$ cat config.mk
export PLATFORM = sky130hd
export DESIGN_NAME = fifo_write_arbiter_flat
export DESIGN_NICKNAME = d
export VERILOG_FILES = /design/src/rtl/fifo_write_arbiter_if.sv /design/src/rtl/fifo_write_arbiter.sv /design/src/flat_wrapper.sv
export SDC_FILE = /design/constraint.sdc
export NUM_CORES = 1
export LEC_CHECK = 0
export ABC_AREA = 1
export BUFFER_PORTS_ARGS = -buffer_cell sky130_fd_sc_hd__clkbuf_2
export CAP_MARGIN = 20
export CORE_ASPECT_RATIO = 1.1
export CORE_MARGIN = 4
export CORE_UTILIZATION = 48
export DETAILED_ROUTE_END_ITERATION = 7
export PLACE_DENSITY = 0.85
export SLEW_MARGIN = 20
export SYNTH_ARGS = -nofsm -noshare
export SYNTH_HDL_FRONTEND = slang
export SYNTH_SLANG_ARGS = --single-unit
$ cat constraint.sdc
create_clock -name wclk -period 2.15 [get_ports wclk]
set_input_delay 0.43 -clock wclk [delete_from_list [all_inputs] [get_ports wclk]]
set_output_delay 0.43 -clock wclk [all_outputs]
set_load 0.02 [all_outputs]
$ cat src/rtl/fifo_write_arbiter_if.sv
`default_nettype none
// ============================================================================
//  Module   : fifo_write_arbiter_if
//  Function : Producer / FIFO-write bundle shared by the write-port arbiter.
//  Revision : 1.0  initial release
// ============================================================================
interface fifo_write_arbiter_if #(
  parameter int N_REQ = 4,
  parameter int DW    = 8
);
  localparam int GW = (N_REQ > 1) ? $clog2(N_REQ) : 1;

  logic [N_REQ-1:0]    req_valid;
  logic [N_REQ*DW-1:0] req_data;
  logic [N_REQ-1:0]    req_last;
  logic [N_REQ-1:0]    req_ready;
  logic                wfull;
  logic                winc;
  logic [DW-1:0]       wdata;
  logic [GW-1:0]       grant_id;
  logic                busy;

  modport master (
    output req_valid, req_data, req_last, wfull,
    input  req_ready, winc, wdata, grant_id, busy
  );

  modport slave (
    input  req_valid, req_data, req_last, wfull,
    output req_ready, winc, wdata, grant_id, busy
  );
endinterface
`default_nettype wire

$ cat src/rtl/fifo_write_arbiter.sv
`default_nettype none
// ============================================================================
//  Module   : fifo_write_arbiter
//  Function : Round-robin, packet-locked write-port arbiter for the async FIFO.
//  Revision : 1.0  initial release
// ============================================================================
module fifo_write_arbiter #(
  parameter int N_REQ     = 4,
  parameter int DW        = 8,
  parameter int MAX_BURST = 16
) (
  input  logic                 wclk,
  input  logic                 wrst,
  fifo_write_arbiter_if.slave  bus
);
  localparam int GW = (N_REQ > 1) ? $clog2(N_REQ) : 1;
  localparam int CW = $clog2(MAX_BURST + 1);

  typedef enum logic [0:0] {
    S_IDLE  = 1'b0,
    S_BURST = 1'b1
  } state_e;

  state_e        state_q, state_d;
  logic [GW-1:0] grant_q, grant_d;
  logic [GW-1:0] last_q, last_d;
  logic [CW-1:0] beat_q, beat_d;
  logic [GW-1:0] pick, idx;
  logic          found;
  logic          beat;

  // Rotating priority search starting just after the previous winner.
  always_comb begin
    found = 1'b0;
    pick  = '0;
    idx   = '0;
    for (int i = 1; i <= N_REQ; i++) begin
      idx = GW'((int'(last_q) + i) % N_REQ);
      if (!found && bus.req_valid[idx]) begin
        found = 1'b1;
        pick  = idx;
      end
    end
  end

  always_comb begin
    state_d       = state_q;
    grant_d       = grant_q;
    last_d        = last_q;
    beat_d        = beat_q;
    beat          = 1'b0;
    bus.req_ready = '0;
    bus.winc      = 1'b0;
    bus.wdata     = '0;
    case (state_q)
      S_IDLE: begin
        if (found) begin
          state_d = S_BURST;
          grant_d = pick;
          beat_d  = '0;
        end
      end
      S_BURST: begin
        bus.req_ready[grant_q] = ~bus.wfull;
        beat                   = bus.req_valid[grant_q] & ~bus.wfull;
        bus.winc               = beat;
        bus.wdata              = bus.req_data[int'(grant_q)*DW +: DW];
        // A stalled or idle cycle never ends the packet; only accepted beats do.
        if (beat) begin
          if (beat_q != CW'(MAX_BURST)) beat_d = beat_q + CW'(1);
          if (bus.req_last[grant_q] || (beat_q == CW'(MAX_BURST - 1))) begin
            state_d = S_IDLE;
            last_d  = grant_q;
          end
        end
      end
      default: state_d = S_IDLE;
    endcase
  end

  always_ff @(posedge wclk) begin
    if (wrst) begin
      state_q <= S_IDLE;
      grant_q <= '0;
      last_q  <= GW'(N_REQ - 1);
      beat_q  <= '0;
    end else begin
      state_q <= state_d;
      grant_q <= grant_d;
      last_q  <= last_d;
      beat_q  <= beat_d;
    end
  end

  assign bus.grant_id = grant_q;
  assign bus.busy     = (state_q == S_BURST);

endmodule
`default_nettype wire

$ cat src/flat_wrapper.sv
// flat-port wrapper written by rule: the top's interface ports become plain ports
module fifo_write_arbiter_flat 
#(
  parameter int N_REQ     = 4,
  parameter int DW        = 8,
  parameter int MAX_BURST = 16
)
  (wclk, wrst, bus_req_valid, bus_req_data, bus_req_last, bus_wfull, bus_req_ready, bus_winc, bus_wdata, bus_grant_id, bus_busy);
  fifo_write_arbiter_if #(.N_REQ(N_REQ), .DW(DW)) bus_i ();
  input  logic wclk;
  input  logic wrst;
  input wire logic [$bits(bus_i.req_valid)-1:0] bus_req_valid;
  input wire logic [$bits(bus_i.req_data)-1:0] bus_req_data;
  input wire logic [$bits(bus_i.req_last)-1:0] bus_req_last;
  input wire logic [$bits(bus_i.wfull)-1:0] bus_wfull;
  output wire logic [$bits(bus_i.req_ready)-1:0] bus_req_ready;
  output wire logic [$bits(bus_i.winc)-1:0] bus_winc;
  output wire logic [$bits(bus_i.wdata)-1:0] bus_wdata;
  output wire logic [$bits(bus_i.grant_id)-1:0] bus_grant_id;
  output wire logic [$bits(bus_i.busy)-1:0] bus_busy;
  assign bus_i.req_valid = bus_req_valid;
  assign bus_i.req_data = bus_req_data;
  assign bus_i.req_last = bus_req_last;
  assign bus_i.wfull = bus_wfull;
  assign bus_req_ready = bus_i.req_ready;
  assign bus_winc = bus_i.winc;
  assign bus_wdata = bus_i.wdata;
  assign bus_grant_id = bus_i.grant_id;
  assign bus_busy = bus_i.busy;
  fifo_write_arbiter #(.N_REQ(N_REQ), .DW(DW), .MAX_BURST(MAX_BURST)) u_core (.wclk(wclk), .wrst(wrst), .bus(bus_i));
endmodule
==> run_results.csv <==
group,metric,value,unit
yosys,synth_edf_count,0,
yosys,synthTopCellsByArea,"dfxtp_1, nand2_1, a22oi_1",
placement,port_buffers,58,
floorplanning,fp.dieH,57.8,um
timing,drv_slew,0,
job,cap_violations,0,
global_routing,grt_pass1_vias,1211,
yosys,synth_fp_nets,217,
yosys,synth_xor_xnor_area_share,0.810,%
clock_network,cts_tree,"yes",
global_routing,antenna_found_initial,0,
timing,finalSetupTns,0,ps
yosys,syn_area_per_cell,6.32,um^2
global_routing,grt_pass1_wl,5100,um
clock_network,cts.sinks,10,
global_routing,overflow,0,
yosys,synth_compound_area_share,25.9,%
yosys,seq_area_frac_synth,18.5,%
yosys,yosys.area_share.simple,40.5,%
run_status,outcome,"completed",
floorplanning,die_w,53.3,um
timing,fin_crit_sh,92.6,%
worst_setup_path,cpPeakStageDelay,370,ps
worst_setup_path,startpoint_type,"register",
pwr,pwr-share-clk,19.9,%
yosys,synth.largest_area_cell,"dfxtp_1",
timing,hold_viol,0,
floorplanning,dieArea,0.00308,mm^2
placement,placed_cells,257,
global_routing,grt_max_degree,12,
clock_network,clock_latency,270,ps
layout,layout_common_cells,"clkbuf_2, nand2_1, nor2_1, inv_1, a22oi_1",
layout,final_common_cell,"clkbuf_2",
route,drt_iter0_drc,46,
layout,nFillCells,209,
route,vias,1294,
pwr,switchingPower,0.380,mW
pwr,ir_drop,0.573,mV
floorplanning,core,0.00208,mm^2
yosys,synth_top_family_by_area,"simple AND/OR/NAND/NOR gates",
layout,multi_input_area,764,um^2
pwr,p_leak,0.787,nW
route,wire_per_inst,11.9,um
route,firstDrtPassIters,4,
timing,final.setup_skew,2.40,ps
worst_setup_path,cp_cell_sequence,"nor2_4, clkinv_1, o22ai_2, o21ai_2, inv_2, clkbuf_2",
layout,syn_to_final_growth,33.7,%
yosys,synth_seq_cells,10,
timing,setup_viol_count_final,0,
timing,rsz0062_at_grt,"false",
yosys,synth.distinct_cells,23,
clock_network,cts_hold_buf,0,
placement,place_hpwl,2640,um
yosys,synth.top_cell.area_share,18.5,%
pwr,combPwrFrac,52.2,%
pwr,p_seq_share,28.0,%
worst_setup_path,slowest_stage,"dfxtp_2",
pwr,switching_share,44.1,%
clock_network,h-tree-depth,1,
pwr,p_int,0.482,mW
layout,n_antenna_cell,0,
route,final_antenna_net_count,0,
global_routing,grt_use_total,21.2,%
floorplanning,rows,17,
timing,layout_min_cycle_time,1990,ps
route,drc,0,
pwr,p_per_area,597,mW/mm^2
worst_setup_path,worstPathRequired,1720,ps
worst_setup_path,crit_arrival,1560,ps
route,routed_wl,3110,um
timing,slew-limit-headroom,79.4,%
timing,tightest_slew,307,ps
yosys,synthCells,171,
layout,register_area,203,um^2
yosys,muxShareOfSynthArea,0,%
placement,routabilityCongestion,0.855,
yosys,synthArstFlopShare,0,%
hold_path,min_path_type,"in -> reg",
layout,stdcell_count,261,
layout,fin_util,69.3,%
yosys,synthAdderAreaFrac,3.47,%
route,vias_per_cell,4.96,
floorplanning,ios,59,
clock_network,clk_pin_slew,70,ps
worst_setup_path,crit_fanout,10,
clock_network,cts_root_buffer,"clkbuf_4",
worst_setup_path,path_class,"reg -> out",
yosys,synth_ff_type,"dfxtp_1",
clock_network,clockBufferDepth,2,
yosys,synth_warnings,0,
yosys,syn_area,0.00108,mm^2
pwr,design_power_total,0.862,mW
timing,holdWs,342,ps
floorplanning,initial_core_util,51.9,%
clock_network,cts-buffers-inserted,3,
timing,fmax,502,MHz
worst_setup_path,crit_path_end_kind,"output port",
layout,nNetsFinal,280,
layout,drive_gt1_share,40.8,%
## path summary, 6_finish.rpt
kind / depth (start not counted) / slack (ps) / startpoint / endpoint
setup / recovery: 6 / 160 / u_core.bus.grant_id[1]$_SDFFE_PP0P_ / bus_winc
hold / removal: 2 / 340 / wrst / u_core.beat_q[3]$_SDFFE_PP0P_
setup reg to reg: 13 / 540 / u_core.last_q[0]$_SDFFE_PP1P_ / u_core.beat_q[1]$_SDFFE_PP0P_
hold reg to reg: 2 / 520 / u_core.beat_q[3]$_SDFFE_PP0P_ / u_core.beat_q[3]$_SDFFE_PP0P_
## repair_timing
action	CTS	global route
setup endpoints to repair	0	9
setup buffers	0	0
endpoints found under the hold margin	0	0
gates resized for setup	0	2
## kinds of logic (layout without fill, tap and decap cells)
logic type | Yosys count | after routing
flip-flops | 10 | 10
AO/OA/AOI/OAI | 42 | 42
AND/OR/NAND/NOR | 86 | 86
buffers and inverters | 29 | 91
adder cells (fa/ha/maj) | 3 | 3
XOR/XNOR | 1 | 1
## sequential cells by signal (all words and copies together), names as in the netlist
name,flops
u_core.bus.busy,1
u_core.beat_q,5
u_core.last_q,2
u_core.bus.grant_id,2
## metal layers
| layer | share of wire, % | vias up | GRT usage [%] |
|---|---|---|---|
| met1 | 40 | 569 | 25.6 |
| li1 | - | 698 | - |
| met4 | 0.26 | 0 | 5.84 |
| met3 | 3.8 | 2 | 2.83 |
| met5 | 0 | - | 0 |
| met2 | 56 | 25 | 38.0 |
## stage by stage
| step | area, um^2 | setup WS [ps] |
|---|---|---|
| floorplan | 1080 | 359 |
| global placement | 1410 | 415 |
| detailed placement | 1410 | 358 |
| CTS | 1440 | 53.5 |
| global route | 1450 | 2.23 |
| finish | 1450 | 160 |
## power groups by stage
stage	clock network, mW	registers, mW	logic (mW)
global route	0.191	0.247	0.502
CTS	0.179	0.240	0.450
global placement	0	0.244	0.443
finish	0.171	0.241	0.450
detailed placement	0	0.244	0.449
floorplan	0	0.248	0.316
## Yosys cell counts, drive strengths merged, types with 2 or more instances
| library cell | n |
|---|---|
| a21oi | 14 |
| a22oi | 16 |
| clkinv | 3 |
| dfxtp | 10 |
| ha | 3 |
| inv | 24 |
| nand2 | 47 |
| nand3 | 14 |
| nor2 | 24 |
| o211ai | 3 |
| o21ai | 7 |
| o22ai | 2 |
## critical path: cells and delay by family, from the launching register on
kind                   cells  cell delay (ps)
AOI/OAI and AO/OA          2              290
DFF                        1              370
and+or+nand+nor            1              250
buffers and inverters      3              390
## layout make-up
type / instances / share of cell area [%]
Clock buffer: 4 / 2.51
Inverter: 27 / 7.01
Multi-Input combinational cell: 132 / 52.9
Sequential cell: 10 / 14.0
Tap cell: 28 / 2.42
Timing Repair Buffer: 60 / 21.1
Note: power is estimated with default switching activity, not from simulation.
